$ cat src/rtl/seg7_scan_driver_pkg.sv
// Shared types and active-low segment patterns {g,f,e,d,c,b,a} for the 7-segment scan driver.
package seg7_pkg;

  localparam int NUM_DIGITS = 4;

  typedef logic [3:0] bcd_digit_t;

  localparam logic [6:0] SEG_0     = 7'b1000000;
  localparam logic [6:0] SEG_1     = 7'b1111001;
  localparam logic [6:0] SEG_2     = 7'b0100100;
  localparam logic [6:0] SEG_3     = 7'b0110000;
  localparam logic [6:0] SEG_4     = 7'b0011001;
  localparam logic [6:0] SEG_5     = 7'b0010010;
  localparam logic [6:0] SEG_6     = 7'b0000010;
  localparam logic [6:0] SEG_7     = 7'b1111000;
  localparam logic [6:0] SEG_8     = 7'b0000000;
  localparam logic [6:0] SEG_9     = 7'b0010000;
  localparam logic [6:0] SEG_DASH  = 7'b0111111;
  localparam logic [6:0] SEG_BLANK = 7'b1111111;

endpackage

$ cat src/rtl/bcd_to_seg7.sv
// Combinational BCD to active-low seven-segment decoder; codes 10..15 show a dash.
module bcd_to_seg7
  import seg7_pkg::*;
(
  input  bcd_digit_t bcd,
  output logic [6:0] seg
);

  // Pattern lookup
  always_comb begin
    seg = SEG_DASH;
    case (bcd)
      4'd0:    seg = SEG_0;
      4'd1:    seg = SEG_1;
      4'd2:    seg = SEG_2;
      4'd3:    seg = SEG_3;
      4'd4:    seg = SEG_4;
      4'd5:    seg = SEG_5;
      4'd6:    seg = SEG_6;
      4'd7:    seg = SEG_7;
      4'd8:    seg = SEG_8;
      4'd9:    seg = SEG_9;
      default: seg = SEG_DASH;
    endcase
  end

endmodule

$ cat src/rtl/seg7_scan_driver.sv
// Time-multiplexed driver for a common-anode 4-digit display with once-per-frame digit snapshot.
// Optional leading-zero blanking above the decimal point is enabled by LEADING_ZERO_BLANK_EN.
module seg7_scan_driver
  import seg7_pkg::*;
#(
  parameter int REFRESH_DIV = 100000,
  parameter int DP_DIGIT    = 2
) (
  input  logic       clk,
  input  logic       reset,
  input  bcd_digit_t s0,
  input  bcd_digit_t s1,
  input  bcd_digit_t s2,
  input  bcd_digit_t s3,
  output logic [3:0] an,
  output logic [6:0] seg,
  output logic       dp
);

  localparam int              CNT_W   = (REFRESH_DIV > 1) ? $clog2(REFRESH_DIV) : 1;
  localparam logic [CNT_W-1:0] CNT_MAX = CNT_W'(REFRESH_DIV - 1);
  localparam logic [1:0]       DP_IDX  = 2'(DP_DIGIT);

  logic [CNT_W-1:0]                cnt_r;
  logic [1:0]                      idx_r;
  bcd_digit_t [NUM_DIGITS-1:0]     snap_r;
  logic                            tick_s;
  logic                            blank_s;
  bcd_digit_t                      digit_s;
  logic [6:0]                      dec_s;
  logic [6:0]                      seg_s;

  assign tick_s  = (cnt_r == CNT_MAX);
  assign digit_s = snap_r[idx_r];

  bcd_to_seg7 u_dec (
    .bcd (digit_s),
    .seg (dec_s)
  );

`ifdef LEADING_ZERO_BLANK_EN
  logic higher_zero_s;

  // Blank the current slot when it and every more significant digit are zero, above the point only
  always_comb begin
    blank_s       = 1'b0;
    higher_zero_s = 1'b1;
    for (int i = NUM_DIGITS - 1; i >= 0; i--) begin
      higher_zero_s = higher_zero_s & (snap_r[i] == 4'd0);
      if ((i > DP_DIGIT) && (i == int'(idx_r)) && higher_zero_s) begin
        blank_s = 1'b1;
      end else begin
        blank_s = blank_s;
      end
    end
  end
`else
  assign blank_s = 1'b0;
`endif

  assign seg_s = blank_s ? SEG_BLANK : dec_s;

  // Divider, slot index, frame snapshot and registered display outputs
  always_ff @(posedge clk) begin
    if (reset) begin
      cnt_r  <= '0;
      idx_r  <= 2'd0;
      snap_r <= '0;
      an     <= 4'b1111;
      seg    <= SEG_BLANK;
      dp     <= 1'b1;
    end else begin
      cnt_r <= tick_s ? '0 : cnt_r + CNT_W'(1);
      if (tick_s) begin
        idx_r <= idx_r + 2'd1;
      end
      // Capture the next frame only as the scan wraps, so a frame is never torn
      if (tick_s && (idx_r == 2'd3)) begin
        snap_r <= {s3, s2, s1, s0};
      end
      an  <= ~(4'b0001 << idx_r);
      seg <= seg_s;
      dp  <= (idx_r == DP_IDX) ? 1'b0 : 1'b1;
    end
  end

endmodule

$ cat config.mk
export PLATFORM = sky130hd
export DESIGN_NAME = seg7_scan_driver
export DESIGN_NICKNAME = d
export VERILOG_FILES = /design/src/rtl/seg7_scan_driver_pkg.sv /design/src/rtl/bcd_to_seg7.sv /design/src/rtl/seg7_scan_driver.sv
export SDC_FILE = /design/constraint.sdc
export NUM_CORES = 1
export LEC_CHECK = 0
export ABC_AREA = 1
export CORE_ASPECT_RATIO = 0.8
export CORE_MARGIN = 2
export CORE_UTILIZATION = 30
export CTS_BUF_LIST = sky130_fd_sc_hd__clkbuf_8
export DETAILED_ROUTE_END_ITERATION = 8
export PLACE_DENSITY = 0.56
export RECOVER_POWER = 25
export SYNTH_ARGS = -nofsm -noshare
export SYNTH_HDL_FRONTEND = slang
export SYNTH_SLANG_ARGS = --single-unit
$ cat constraint.sdc
create_clock -name clk -period 2.8 [get_ports clk]
set_input_delay 0.56 -clock clk [delete_from_list [all_inputs] [get_ports clk]]
set_output_delay 0.56 -clock clk [all_outputs]
set_load 0.01 [all_outputs]
==> results of run 1 <==
worst max path at each step:
stage               cells after the start          to  slack [ps]
global placement                        5   cnt_r[12]         940
finish                                  5   snap_r[2]         890
floorplan                               6  snap_r[12]        1350
CTS                                    10      seg[0]         980
detailed placement                      5   cnt_r[12]         910
global route                            5   snap_r[2]         630
cell type report:
cell class / count / area (um^2) / share of cell area [%]
Timing Repair Buffer: 31 / 301.5 / 10.78
Tap cell: 105 / 131.4 / 4.696
Clock buffer: 5 / 68.82 / 2.460
Inverter: 43 / 162.7 / 5.814
Sequential cell: 46 / 920.9 / 32.92
Multi-Input combinational cell: 224 / 1169 / 41.77
Clock inverter: 3 / 43.79 / 1.565
flip-flops by register name, summed over array words and instances, names as in the netlist:
name,cells
cnt_r,17
snap_r,16
seg,7
an,4
idx_r,2
critical path, delay by kind of cell, from the launching register on:
family	cells	cell delay (ps)
DFF	1	590
buffers and inverters	1	590
and+or+nand+nor	3	380
adders and majority gates	1	250
routing by layer:
| metal | up-vias | global-route usage, % | part of all wire (%) |
|---|---|---|---|
| met5 | - | 0 | 0 |
| met4 | 0 | 4.000 | 1.1 |
| met3 | 4 | 2.273 | 3.9 |
| met2 | 33 | 17.63 | 39 |
| met1 | 871 | 17.91 | 56 |
| li1 | 1079 | - | - |
metrics by stage:
| stage | hold slack [ps] | std cells | total power [uW] | util (%) |
|---|---|---|---|---|
| floorplan | 417.5 | 323 | 710.3 | - |
| global placement | 427.1 | 449 | 749.6 | 36.20 |
| detailed placement | 441.1 | 449 | 750.7 | 36.20 |
| CTS | 465.2 | 457 | 1250 | 37.72 |
| global route | 481.4 | 457 | 1288 | 37.67 |
| finish | 457.1 | 457 | 1234 | 37.67 |
cell families (layout without fill, tap and decap cells):
logic type	Yosys count	count (layout)
adder cells (fa/ha/maj)	11	11
AO/OA/AOI/OAI	20	20
buffers and inverters	53	82
AND/OR/NAND/NOR	187	187
flip-flops	46	46
XOR/XNOR	6	6
synth_stat cells (2+ instances only):
cell,n,area (um^2)
clkinv_1,2,7.510
o211ai_1,2,15.01
nor3_1,6,30.03
o21ai_0,2,10.01
ha_1,11,137.6
buf_2,2,10.01
nand3_1,19,95.09
o21ai_1,6,30.03
nand3_4,2,35.03
nand2_2,3,18.77
nor2_4,2,22.52
inv_1,29,108.9
xor2_1,6,52.55
dfxtp_1,46,920.9
nand2_1,72,270.3
nor2_2,3,18.77
clkbuf_1,3,11.26
inv_2,11,41.29
nor2_1,56,210.2
buf_4,3,22.52
nand4_1,22,137.6
a21oi_1,8,40.04
power by group:
part / internal [uW] / leakage [uW] / switching, uW
clock network: 268 / 0.0000585 / 235
registers: 663 / 0.000374 / 3.23
logic: 37.4 / 0.000688 / 28.6
==> metrics, run 1 <==
PwrDens 441.2 nW/um^2; MaxCap Viol Count 0; CP required 3000 ps; flops & latches, synth 46; Hold Buf Count CTS 0; final RePlAce weighted congestion 0.8140; CP Max Fanout 17; FILL cells 822; Clock Root Buffer clkbuf_8; max incr delay on CP 590 ps; clock slew at reported path FFs 90 ps; status completed; FP Rows 28; pre-CTS setup slack 914.1 ps; Vias 1987; # setup viols final 0; R2R depth 5; Slew headroom 49.22%; Synth Area in XOR/XNOR 2.274%; Async SR Flop Fraction 0%; Avg Vias per Cell 4.348; hold_sp cnt_r[0]; Iter 0 DRT Violations 66; Ys Warns 0; Overall Global Routing Usage 12.12%; fin nets 380; max-slew violations 0; H-tree depth 2; final wirelength 4660 um; dpl cell area 2689 um^2; critical path launch point type register; worst vdd ir 0.0001692 V; # DRC 0; Die Y 82.50 um; Ant. Diodes 0; Worst-Skew Late Latency 300 ps; DP HPWL 3424 um; first-pass GRT wire length 8045 um; final setup margin 889.2 ps; area grow syn2layout 21.06%; Crit Reg-Reg Endpoint snap_r[2]; r2r setup slk 890 ps; largest family of logic cells by synthesized area simple AND/OR/NAND/NOR gates; hold path depth 1; crit path launch idx_r[0]; Slew @ Worst Pin 761.7 ps; Final ANT Viol Nets 0; commonest non-fill, non-tap cell in the layout nand2_1; Synthesized Nets 352; Mapped Cells 323; Die Area 8425 um^2; starting density of the core 31.12%; Pleak 0.001120 uW; worst clock skew 7.218 ps; Synth Cell Area 2311 um^2; Synth Area in Adders 5.956%; TNS Setup 0 ps; Main synth FF type dfxtp_1; Chip Width 102.1 um; Compound-Gate Fraction of Synth Area 4.764%; Critical R2R Launch idx_r[0]; sequential area share after synthesis 39.85%; port bufs 29; number of global-route vias before repair 1716; CTS tree done; final hold violation count 0; Setup Buffers After CTS 0; RSZ-0062 raised after global routing no; Final period util 68.24%; TritonCTS Buffers 5; commonest cells after routing, fill and taps aside nand2_1, nor2_1, dfxtp_1; worst hold path type register to register; Synth cell types 29; mux contribution to synthesized area 0%; initial antenna violation count 0; critical-path cell list ha_1 -> clkbuf_1 -> nand4_1 -> nand2_1 -> nor2_1; core area 7427 um^2; Resize count post-CTS 0; Worst Hold Endpoint cnt_r[0]; pin count of the biggest net entering global routing 27; # IOs 30; CTS sink cnt 46; Final Cell Area 2798 um^2; WL per Instance 10.20 um; gr ovfl total 0; Arrival @ worst endpoint 2110 ps; Synth Area per Inst 7.155 um^2; DRT Pass-1 Iters 4; CP max-delay cell dfxtp_1; Fmax 523.3 MHz; CP Class register to register; worst-case clock buffer depth 2; endpoint class of the critical path register; EDFF count, synth 0; share of layout cells above drive strength 1 9.659%; Final Critical Period 1911 ps; Synth Area in Simple Gates 37.57%
(Power assumes the default switching activity.)
==> inputs of run 2 (changes only) <==
- PLACE_DENSITY: 0.56 -> 0.57
- clock period: 2.8 -> 1.53 ns (I/O delays scaled with it)
==> run 2 against run 1 <==
  * Core utilization is 2.1 points higher
  * Global-route usage rose by 0.85 points
  * Cell area is 5.6% higher
  * Count of clock-buffer cells in the layout stayed put
  * Flip-flop and latch count unchanged
  * Non-clock buffer count increased by 12
  * Die area unchanged
  * Combinational power rose by 98%
  * First-iteration DRC count increased by 26%
  * Clock skew rose by 2.5 ps
  * Critical endpoint is now an[2]
  * Largest cell class unchanged
  * Largest power group unchanged
==> metrics, run 2 (same netlist as run 1, synthesis figures left out) <==
Comb pwr share 5.8%; PwrDens 755.9 nW/um^2; CTS tree done; fin nets 393; Clock Root Buffer clkbuf_8; Ant. Diodes 0; H-tree depth 2; starting density of the core 31.12%; WL per Instance 10.73 um; gr ovfl total 0; Pleak 0.001190 uW; Final Cell Area 2955 um^2; Arrival @ worst endpoint 1160 ps; Iter 0 DRT Violations 83; R2R depth 7; port bufs 29; CP Class register to output port; Die Y 82.50 um; clock slew at reported path FFs 80 ps; max incr delay on CP 530 ps; worst hold path type register to register; max-slew violations 0; # setup viols final 0; share of layout cells above drive strength 1 15.07%; switching part of the total power 20.92%; commonest non-fill, non-tap cell in the layout nand2_1; hold path depth 1; Worst Hold Endpoint cnt_r[0]; FP Rows 28; Worst-Skew Late Latency 300 ps; worst-case clock buffer depth 2; MaxCap Viol Count 0; Slew @ Worst Pin 427.9 ps; DRT Pass-1 Iters 4; Overall Global Routing Usage 12.97%; commonest cells after routing, fill and taps aside nand2_1, nor2_1, dfxtp_1; critical-path cell list clkdlybuf4s50_1; TritonCTS Buffers 5; final wirelength 5043 um; Final ANT Viol Nets 0; worst vdd ir 0.0003514 V; # IOs 30; Avg Vias per Cell 4.300; initial antenna violation count 0; Slew headroom 71.47%; Hold Buf Count CTS 0; Final period util 96.10%; power share of the clock group 39.6%; CP required 1220 ps; endpoint class of the critical path output port; TNS Setup 0 ps; Reg with most FFs cnt_r; pin count of the biggest net entering global routing 21; # DRC 0; max reg flops 17; r2r setup slk 120 ps; number of global-route vias before repair 1919; NetSw 467.3 uW; Buf/Inv on CP 1; Fmax 680.1 MHz; DP HPWL 3604 um; first-pass GRT wire length 8742 um; CP Max Fanout 2; Crit Reg-Reg Endpoint snap_r[3]; hold_sp cnt_r[0]; CP max-delay cell clkdlybuf4s50_1; worst clock skew 9.710 ps; Largest regs cnt_r (17), snap_r (16), seg (7); Vias 2021; Worst path top cell family by delay buffers and inverters; final hold violation count 0; area grow syn2layout 27.88%; core area 7427 um^2; final RePlAce weighted congestion 0.8537; CTS sink cnt 46; Seq pwr share 54.5%; Hold WS 422.8 ps; Die Area 8425 um^2; dpl cell area 2784 um^2; Chip Width 102.1 um; Final Critical Period 1470 ps; critical path launch point type register; final core occ 39.79%; status completed; Critical R2R Launch cnt_r[1]; Power Internal 1766 uW
==> run 2: how the worst max path moves through the flow <==
stage / endpoint / slack (ps) / cells past startpoint / start
2_1_floorplan: snap_r[12] / 80 / 6 / idx_r[1]
3_3_place_gp: seg[0] / 6 / 10 / idx_r[0]
3_5_place_dp: seg[0] / -9 / 10 / idx_r[0]
4_1_cts: dp / 40 / 1 / an[2]
5_1_grt: snap_r[1] / -7 / 7 / cnt_r[1]
6_report: an[2] / 60 / 1 / an[2]
==> run 2: per-stage QoR <==
| step | cells | setup slack (ps) | total power (uW) |
|---|---|---|---|
| 4_1_cts | 468 | 39.95 | 2270 |
| 2_1_floorplan | 323 | 80.78 | 1300 |
| 3_5_place_dp | 460 | -9.318 | 1379 |
| 5_1_grt | 470 | -6.717 | 2334 |
| 6_report | 470 | 59.61 | 2234 |
| 3_3_place_gp | 460 | 5.876 | 1376 |
==> run 2: final cells by class <==
cell class                 instances  area, um^2
fill                             801        4472
multi-input combinational        225        1212
sequential                        46       927.1
timing repair buffer              43       409.1
inverter                          43       165.2
tap                              105       131.4
clock buffer                       5       68.82
clock inverter                     3       41.29
==> run 2: routing by layer <==
layer / track usage [%] / routed length, um / up-vias
li1: - / - / 1106
met1: 17.98 / 2645 / 872
met2: 20.53 / 2107 / 37
met3: 2.441 / 226 / 6
met4: 4.000 / 64 / 0
met5: 0 / 0 / -
==> run 2: timing repair <==
| action | 4_1_cts | 5_1_grt |
|---|---|---|
| cloned | 0 | 1 |
| setup buffers | 0 | 1 |
| resized for setup | 1 | 14 |
| pin swaps | 0 | 5 |
| endpoints found under the setup margin | 1 | 15 |
==> run 2: power by group through the flow <==
stage | clock (uW) | sequential (uW) | combinational (uW)
2_1_floorplan | 0 | 1250 | 47.9
3_3_place_gp | 0 | 1250 | 129
3_5_place_dp | 0 | 1250 | 131
4_1_cts | 919 | 1220 | 131
5_1_grt | 967 | 1220 | 146
6_report | 885 | 1220 | 131
==> inputs of run 3 (changes only) <==
- CORE_MARGIN: 2 -> 1.5
==> run 3 against run 2 <==
  * Total power is 0.27% lower
  * Sequential share of layout area down 0.24 points
  * Critical path type unchanged
  * Critical path depth stayed put
==> metrics, run 3 (same netlist as run 1, synthesis figures left out) <==
Power, Total 2228 uW; NetSw 462.3 uW; final setup margin 65.06 ps; status completed; Avg Vias per Cell 4.345; max incr delay on CP 530 ps; max-slew violations 0; WL per Instance 10.65 um; Seq pwr share 54.7%; commonest non-fill, non-tap cell in the layout nand2_1; Vias 2051; MaxCap Viol Count 0; Final Critical Period 1465 ps; # setup viols final 0; Power Internal 1765 uW; first-pass GRT wire length 8383 um; commonest cells after routing, fill and taps aside nand2_1, nor2_1, dfxtp_1; Worst-Skew Late Latency 300 ps; clock slew at reported path FFs 80 ps; TritonCTS Buffers 5; Chip Width 101.1 um; switching part of the total power 20.75%; DP HPWL 3605 um; share of layout cells above drive strength 1 16.08%; # DRC 0; Buf/Inv on CP 1; worst hold path type register to register; pin count of the biggest net entering global routing 26; Largest regs cnt_r (17), snap_r (16), seg (7); Overall Global Routing Usage 12.83%; number of global-route vias before repair 1817; Final period util 95.75%; gr ovfl total 0; Iter 0 DRT Violations 95; final RePlAce weighted congestion 0.8328; Slew headroom 74.89%; # IOs 30; critical-path cell list clkdlybuf4s50_1; FP Rows 28; power share of the clock group 39.6%; area grow syn2layout 28.86%; Die Area 8242 um^2; Pleak 0.001209 uW; final core occ 40.09%; worst-case clock buffer depth 2; Comb pwr share 5.8%; worst clock skew 9.688 ps; port bufs 29; starting density of the core 31.12%; final hold violation count 0; worst vdd ir 0.0002763 V; CP max-delay cell clkdlybuf4s50_1; CP required 1220 ps; Die Y 81.50 um; Hold Buf Count CTS 0; CTS sink cnt 46; CP Class register to output port; initial antenna violation count 0; critical path launch point type register; DRT Pass-1 Iters 4; endpoint class of the critical path output port; PwrDens 748.1 nW/um^2; Fmax 682.6 MHz; CTS tree done; pre-CTS setup slack -45.65 ps; Reg with most FFs cnt_r; Worst path top cell family by delay buffers and inverters; Final ANT Viol Nets 0; Slew @ Worst Pin 374.6 ps; H-tree depth 2; Arrival @ worst endpoint 1160 ps; CP Max Fanout 2; final wirelength 5025 um; Clock Root Buffer clkbuf_8; fin nets 395; Ant. Diodes 0; core area 7427 um^2; max reg flops 17
## run 3: cell type report
cell class	instances	area (um^2)
Clock buffer	5	68.82
Clock inverter	3	40.04
Fill cell	807	4449
Inverter	43	165.2
Multi-Input combinational cell	225	1222
Sequential cell	46	927.1
Tap cell	105	131.4
Timing Repair Buffer	45	422.9
## run 3: metrics by stage
step	setup TNS (ps)	hold WS, ps	std cells	instance area [um^2]
3_3_place_gp	-75.30	433.4	459	2776
6_report	0	421.8	472	2978
3_5_place_dp	-87.90	443.6	459	2776
5_1_grt	-86.72	430.8	472	2978
4_1_cts	0	462.1	467	2887
2_1_floorplan	0	409.2	323	2311
## run 3: routing by layer
layer	GRT usage [%]	vias to the layer above	share of wire [%]
met5	0	-	0
met4	4.583	0	0.76
met3	2.468	6	3.3
met2	19.19	32	41
met1	18.30	905	55
li1	-	1108	-
## run 3: power by group through the flow
stage	logic, uW	registers (uW)	clock network, uW
final	129	1220	881
after global routing	143	1220	976
after CTS	127	1220	908
after detailed placement	127	1250	0
after global placement	125	1250	0
after floorplan	47.9	1250	0
## run 3: timing repair
item	4_1_cts	5_1_grt
gates cloned	0	1
pin swaps	0	8
buffers inserted	0	4
setup endpoints to repair	4	39
gates resized for setup	1	14
## run 3: worst paths after layout
check	start	slack, ps	cells after the start	end
setup reg to reg	cnt_r[0]	110	7	snap_r[0]
hold / removal	cnt_r[0]	420	1	cnt_r[0]
hold reg to reg	cnt_r[0]	420	1	cnt_r[0]
setup / recovery	an[2]	70	1	dp
